--- config.mk ---
export PLATFORM = sky130hd
export DESIGN_NAME = bs_ctrl
export DESIGN_NICKNAME = d
export VERILOG_FILES = /design/src/rtl/bs_pkg.sv /design/src/rtl/bs_rr_arb.sv /design/src/rtl/bs_ctrl.sv
export SDC_FILE = /design/constraint.sdc
export NUM_CORES = 1
export LEC_CHECK = 0
export ABC_CLOCK_PERIOD_IN_PS = 3500
export BUFFER_PORTS_ARGS = -buffer_cell sky130_fd_sc_hd__buf_2
export CORE_UTILIZATION = 37
export DETAILED_ROUTE_END_ITERATION = 10
export GPL_ROUTABILITY_DRIVEN = 0
export PLACE_DENSITY = 0.77
export SLEW_MARGIN = 20
export SYNTH_ARGS = -nofsm -noshare
export SYNTH_HDL_FRONTEND = slang
export SYNTH_HIERARCHICAL = 1
export SYNTH_SLANG_ARGS = --single-unit
--- constraint.sdc ---
create_clock -name clk -period 3.5 [get_ports clk]
set_input_delay 0.875 -clock clk [delete_from_list [all_inputs] [get_ports clk]]
set_output_delay 0.875 -clock clk [all_outputs]
set_load 0.02 [all_outputs]
--- src/rtl/bs_pkg.sv ---
`default_nettype none
// ============================================================================
// Module      : bs_pkg
// Description : Shared widths, FSM state encoding and padding helpers for the
//               zlib bit-stream packer sequencer (bs_ctrl).
// Revision    : 1.0 - initial release
// ============================================================================
package bs_pkg;

  localparam int DATA_WD = 32;
  localparam int NUMB_WD = 5;
  localparam int PTR_WD  = 5;

  localparam int ST_WD = 2;
  localparam logic [ST_WD-1:0] ST_IDLE  = 2'd0;
  localparam logic [ST_WD-1:0] ST_RUN   = 2'd1;
  localparam logic [ST_WD-1:0] ST_FLUSH = 2'd2;
  localparam logic [ST_WD-1:0] ST_DONE  = 2'd3;

  // Zero bits needed to reach the next byte boundary (0 when already aligned).
  function automatic logic [2:0] pad_byte(input logic [PTR_WD-1:0] ptr);
    return 3'd0 - ptr[2:0];
  endfunction

  // Length-1 code of the pad reaching the next 32-bit boundary; only
  // meaningful when ptr != 0.
  function automatic logic [NUMB_WD-1:0] pad_word(input logic [PTR_WD-1:0] ptr);
    return 5'd31 - ptr;
  endfunction

endpackage
`default_nettype wire

--- src/rtl/bs_rr_arb.sv ---
`default_nettype none
// ============================================================================
// Module      : bs_rr_arb
// Description : Round-robin arbiter. Search starts one past the last granted
//               index and wraps; the pointer moves only when a grant is made.
// Revision    : 1.0 - initial release
// ============================================================================
module bs_rr_arb #(
  parameter int NREQ = 4
) (
  input  logic            clk,
  input  logic            rstn,
  input  logic [NREQ-1:0] req_i,
  input  logic            en_i,
  output logic [NREQ-1:0] gnt_o
);

  localparam int IDX_WD = $clog2(NREQ);

  logic [IDX_WD-1:0] rr_q;
  logic [IDX_WD-1:0] rr_d;
  logic              found;

  // Two passes: indices above the pointer first, then the wrapped-around part.
  always_comb begin
    gnt_o = '0;
    rr_d  = rr_q;
    found = 1'b0;
    if (en_i) begin
      for (int j = 0; j < NREQ; j++) begin
        if (!found && req_i[j] && (IDX_WD'(j) > rr_q)) begin
          gnt_o[j] = 1'b1;
          rr_d     = IDX_WD'(j);
          found    = 1'b1;
        end
      end
      for (int j = 0; j < NREQ; j++) begin
        if (!found && req_i[j] && (IDX_WD'(j) <= rr_q)) begin
          gnt_o[j] = 1'b1;
          rr_d     = IDX_WD'(j);
          found    = 1'b1;
        end
      end
    end
  end

  // Remember the last granted index.
  always_ff @(posedge clk or negedge rstn) begin
    if (!rstn) begin
      rr_q <= '0;
    end else if (found) begin
      rr_q <= rr_d;
    end
  end

endmodule
`default_nettype wire

--- src/rtl/bs_ctrl.sv ---
`default_nettype none
// ============================================================================
// Module      : bs_ctrl
// Description : Sequencer/arbiter sharing the bit-stream packer input among
//               NREQ requesters. Mirrors the packer bit pointer and inserts
//               zero padding for byte alignment and the final 32-bit flush.
//               Optional macro BS_CTRL_BITCNT_EN adds bitcnt_o (bits emitted
//               since start, including padding).
// Revision    : 1.0 - initial release
// ============================================================================
module bs_ctrl
  import bs_pkg::*;
#(
  parameter int NREQ = 4
) (
  input  logic                    clk,
  input  logic                    rstn,
  input  logic                    start_i,
  input  logic                    align_i,
  input  logic                    flush_i,
  input  logic [NREQ-1:0]         req_i,
  input  logic [NREQ*DATA_WD-1:0] dat_i,
  input  logic [NREQ*NUMB_WD-1:0] numb_i,
  output logic [NREQ-1:0]         ack_o,
  output logic                    val_o,
  output logic [DATA_WD-1:0]      dat_o,
  output logic [NUMB_WD-1:0]      numb_o,
  output logic                    busy_o,
  output logic                    done_o
`ifdef BS_CTRL_BITCNT_EN
  ,
  output logic [31:0]             bitcnt_o
`endif
);

  logic [ST_WD-1:0]   state_q;
  logic [ST_WD-1:0]   state_d;
  logic [PTR_WD-1:0]  ptr_q;
  logic               val_q;
  logic [DATA_WD-1:0] dat_q;
  logic [NUMB_WD-1:0] numb_q;

  logic               arb_en;
  logic [NREQ-1:0]    gnt;
  logic [DATA_WD-1:0] sel_dat;
  logic [NUMB_WD-1:0] sel_numb;
  logic [2:0]         pad_b;
  logic               emit_d;
  logic [DATA_WD-1:0] dat_d;
  logic [NUMB_WD-1:0] numb_d;

  // Requesters only compete in RUN cycles not claimed by flush or align.
  assign arb_en = (state_q == ST_RUN) && !flush_i && !align_i;

  bs_rr_arb #(
    .NREQ (NREQ)
  ) u_arb (
    .clk   (clk),
    .rstn  (rstn),
    .req_i (req_i),
    .en_i  (arb_en),
    .gnt_o (gnt)
  );

  assign ack_o = gnt;

  // One-hot OR-mux of the granted slot; zero when nothing is granted.
  always_comb begin
    sel_dat  = '0;
    sel_numb = '0;
    for (int k = 0; k < NREQ; k++) begin
      if (gnt[k]) begin
        sel_dat  = sel_dat  | dat_i[k*DATA_WD +: DATA_WD];
        sel_numb = sel_numb | numb_i[k*NUMB_WD +: NUMB_WD];
      end
    end
  end

  // State register.
  always_ff @(posedge clk or negedge rstn) begin
    if (!rstn) begin
      state_q <= ST_IDLE;
    end else begin
      state_q <= state_d;
    end
  end

  // Next-state: flush wins over align; start only honoured in IDLE.
  always_comb begin
    state_d = state_q;
    case (state_q)
      ST_IDLE:  if (start_i) state_d = ST_RUN;
      ST_RUN:   if (flush_i) state_d = ST_FLUSH;
      ST_FLUSH: state_d = ST_DONE;
      ST_DONE:  state_d = ST_IDLE;
      default:  state_d = ST_IDLE;
    endcase
  end

  // Emission decision for this cycle: code word, byte pad or word pad.
  always_comb begin
    emit_d = 1'b0;
    dat_d  = '0;
    numb_d = '0;
    pad_b  = pad_byte(ptr_q);
    case (state_q)
      ST_RUN: begin
        if (flush_i) begin
          emit_d = 1'b0;
        end else if (align_i) begin
          if (pad_b != 3'd0) begin
            emit_d = 1'b1;
            numb_d = {2'b00, pad_b} - 5'd1;
          end
        end else begin
          emit_d = |gnt;
          dat_d  = sel_dat;
          numb_d = sel_numb;
        end
      end
      ST_FLUSH: begin
        if (ptr_q != '0) begin
          emit_d = 1'b1;
          numb_d = pad_word(ptr_q);
        end
      end
      default: emit_d = 1'b0;
    endcase
  end

  // Output registers and packer pointer mirror (5-bit wrap matches the packer).
  always_ff @(posedge clk or negedge rstn) begin
    if (!rstn) begin
      val_q  <= 1'b0;
      dat_q  <= '0;
      numb_q <= '0;
      ptr_q  <= '0;
    end else begin
      val_q  <= emit_d;
      dat_q  <= dat_d;
      numb_q <= numb_d;
      if (emit_d) begin
        ptr_q <= ptr_q + numb_d + 5'd1;
      end
    end
  end

  assign val_o  = val_q;
  assign dat_o  = dat_q;
  assign numb_o = numb_q;
  assign busy_o = (state_q != ST_IDLE);
  assign done_o = (state_q == ST_DONE);

`ifdef BS_CTRL_BITCNT_EN
  logic [31:0] bitcnt_q;

  // Running bit total for the current stream, held after DONE.
  always_ff @(posedge clk or negedge rstn) begin
    if (!rstn) begin
      bitcnt_q <= '0;
    end else if ((state_q == ST_IDLE) && start_i) begin
      bitcnt_q <= '0;
    end else if (emit_d) begin
      bitcnt_q <= bitcnt_q + {27'd0, numb_d} + 32'd1;
    end
  end

  assign bitcnt_o = bitcnt_q;
`endif

endmodule
`default_nettype wire
==> parameters.txt <==
Parameter                              Value

Clock tree
  Maximum clock path buffer count ... 2
  Number of levels in the clock H-tree ... 2
  Total CTS buffers ... 5
  Root Driver ... sky130_fd_sc_hd__clkbuf_8
  Later-pin clock latency in the skew report ... 0.30 ns
  CTS tree ... built
  Clock sinks ... 47
  Clock Pin Slew Worst Setup and Hold Paths ... 0.09 ns

Floorplanning
  Number of top-level pins ... 201
  Cell row count ... 31
  Full die area ... 7780 um2
  Starting utilization of the core area ... 38.1%
  Placeable core region ... 7210 um2
  Die outline height ... 88.2 um
  Die X ... 88.2 um

Yosys
  Synthesized area per cell ... 9.65 um2
  Post-synthesis instance area ... 2750 um2
  Yosys warnings ... 6
  Area share of the largest cell type after synthesis ... 42.8%
  Area contributors post-synth ... sky130_fd_sc_hd__dfrtp_1, sky130_fd_sc_hd__a22oi_1, sky130_fd_sc_hd__a21oi_1
  Top cell type by total area after synthesis ... sky130_fd_sc_hd__dfrtp_1
  Post-Syn Instances ... 285
  Dominant register cell in the synthesized netlist ... sky130_fd_sc_hd__dfrtp_1
  Most common cell in the synthesized netlist ... sky130_fd_sc_hd__a22oi_1
  Most frequent cells after synthesis ... sky130_fd_sc_hd__a22oi_1, sky130_fd_sc_hd__dfrtp_1, sky130_fd_sc_hd__a21oi_1, sky130_fd_sc_hd__clkbuf_1, sky130_fd_sc_hd__nor2_1
  Synth Register Bits ... 47
  Share of async-settable or async-resettable flops after synthesis ... 100%
  Seq/Total Area, Yosys ... 42.8%
  Number of unique standard cell types used by synthesis ... 41
  Number of enable-type register cells in the synthesized netlist ... 0
  Synth Net Count ... 455

Setup path
  Biggest fanout along the worst timing path ... 7
  Crit path arrival time ... 3.62 ns
  Max incr delay on CP ... 0.35 ns
  Type of the worst setup path ... input port to flip-flop
  Crit. End Element ... flip-flop
  Worst EP required ... 3.69 ns
  CP Launch Type ... input port
  Dominant delay contributor by cell family on the critical path ... compound AO/OA/AOI/OAI gates
  Cell chain of the critical path ... buf_2 > buf_4 > nor2_1 > o211ai_1 > nor2_4 > buf_4 > a221oi_2 > o221ai_1 > and2_4 > fa_2 > a21o_1 > a21o_1 > nand4_1 > or3b_1 > a22o_1
  Cell type of the slowest stage on the worst timing path ... sky130_fd_sc_hd__or3b_1
  Bufs and invs on worst path ... 3

Global route
  Overall routing resource usage ... 23.4%
  Global-route wire length before repair ... 13.8 mm
  Number of antenna violations at the first check in global routing ... 0
  Number of global-route vias before repair ... 2850
  GRT overflow ... 0
  Maximum number of pins on one net before global-route repair ... 48

Detailed routing
  DRC Markers ... 0
  Final WL ... 9.72 mm
  Vias after detailed routing ... 3185
  Number of routed nets with antenna violations ... 0
  First drt pass iteration count ... 5
  Count of routing violations after the opening detailed-route iteration ... 199
  Detail-routed net length per standard cell ... 16.2 um
  Vias per cell ... 5.30

Placement
  Port Buf Inserts ... 200
  Estimated wirelength of the detail-placed design ... 7.47 mm
  Pre-CTS WS ... -0.240 ns

Timing
  Final worst clock skew ... 0.00924 ns
  Hold slack final ... 0.578 ns
  Setup TNS ... 0 ns
  Number of hold-slack violations in the final timing report ... 0
  Time the final worst path needs with I/O delays and setup ... 3.43 ns
  Worst slew slack as a fraction of its limit ... 59.9%
  Final Setup Violations ... 0
  Fmax achieved ... 0.292 GHz
  Worst slew pin tran ... 0.602 ns
  Final worst-path setup slack ... 0.0702 ns
  Max Slew Vio Count ... 0
  Final critical-path share of the clock period ... 98.0%

Layout
  Share of final-layout standard cells stronger than drive strength 1 ... 52.6%
  Multi-input combinational cell area ... 1520 um2
  Final #Nets ... 671
  Antenna fix cells ... 0
  Area taken by flip-flops and latches ... 1180 um2
  Final core utilization ... 58.4%
  Layout filler cell count ... 637
  Synth-to-Final Area Change ... 53.2%

Power and ir drop
  Power density over the cells ... 522 nW/um2
  Total power after layout ... 2.20 mW
  Reported leakage power ... 2.16 nW
  Peak supply drop ... 0.392 mV

Run status
  Run status ... finished, final reports clean

Run
  Max capacitance violation total ... 0

Worst hold path
  Type of the most critical hold path ... input port to async pin
[registers in the layout, summed over array words and instances, names as in the netlist]
register and cells:
val_o 1, dat_o 32, ptr_q 5, state_q 2, u_arb/rr_q 2, numb_o 5
[layout by cell type (no fill, tap or decap), drive strengths merged, types with 2 or more instances in the layout]
cell    instances
a21o            3
a21oi          43
a221oi          2
a222oi          2
a22o            3
a22oi          66
and2            4
buf           231
clkbuf          5
dfrtp          47
ha             12
inv            13
nand2           8
nand3           2
nor2           14
nor2b           2
o21a            4
o21ai          13
o221ai          2
o22ai           3
or3b            3
xnor2           3
[report_power, final]
group / internal (mW) / switching [mW] / leakage [nW] / total [mW]
combinational: 0.498 / 0.587 / 1.47 / 1.09
clock: 0.215 / 0.191 / 0.0548 / 0.407
sequential: 0.625 / 0.0822 / 0.638 / 0.707
total: 1.34 / 0.861 / 2.16 / 2.20
[final timing paths]
check / from / to / slack [ns] / cells after the start
setup / recovery: req_i[3] / ptr_q[4] / 0.07 / 15
hold / removal: rstn / val_o / 0.58 / 1
setup reg to reg: state_q[1] / ptr_q[4] / 0.09 / 16
hold reg to reg: ptr_q[3] / ptr_q[3] / 0.59 / 2
max in group asynchronous: rstn / dat_o[0] / 2.51 / 1
min in group clk: ptr_q[3] / ptr_q[3] / 0.59 / 2
[metrics by stage]
| step | cell area, um2 | cells |
|---|---|---|
| after global routing | 4210 | 601 |
| after detailed placement | 4040 | 590 |
| after floorplan | 2820 | 285 |
| after global placement | 4040 | 590 |
| final | 4210 | 601 |
| after CTS | 4150 | 598 |
[final cells by class]
| cell class | instances | area share [%] |
|---|---|---|
| timing repair buffer | 231 | 29.3 |
| sequential | 47 | 27.9 |
| clock buffer | 5 | 1.63 |
| inverter | 12 | 1.13 |
| clock inverter | 3 | 1.10 |
| tap | 99 | 2.94 |
| multi-input combinational | 204 | 36.0 |
[routing by layer]
| metal | track usage (%) | up-vias | wire length, um |
|---|---|---|---|
| met5 | 0 | - | 0 |
| met4 | 6.74 | 0 | 142 |
| met3 | 4.20 | 10 | 638 |
| met2 | 44.5 | 143 | 5190 |
| met1 | 26.6 | 1511 | 3740 |
| li1 | - | 1521 | - |
[cell families (layout without fill, tap and decap cells)]
kind of cell	after synthesis	after routing	synth area share, %
XOR/XNOR	4	4	1.27
AND/OR/NAND/NOR	37	37	7.51
buffers and inverters	34	251	4.96
AO/OA/AOI/OAI	149	149	36.9
adder cells (fa/ha/maj)	13	13	6.19
multiplexers	1	1	0.409
flip-flops	47	47	42.8
[worst register-to-register path: cells and delay by family, from the launching register on]
family,cells,cell delay [ns]
adder cells (fa/ha/maj),2,0.54
buffers and inverters,3,0.28
flip-flops,1,0.41
AO/OA/AOI/OAI,6,1.08
AND/OR/NAND/NOR,5,1.01
[repair_timing]
item,4_1_cts,5_1_grt
hold buffers,0,0
buffers inserted,0,3
endpoints found under the setup margin,0,1
resized for setup,0,11
Note: power is estimated with default switching activity, not from simulation.
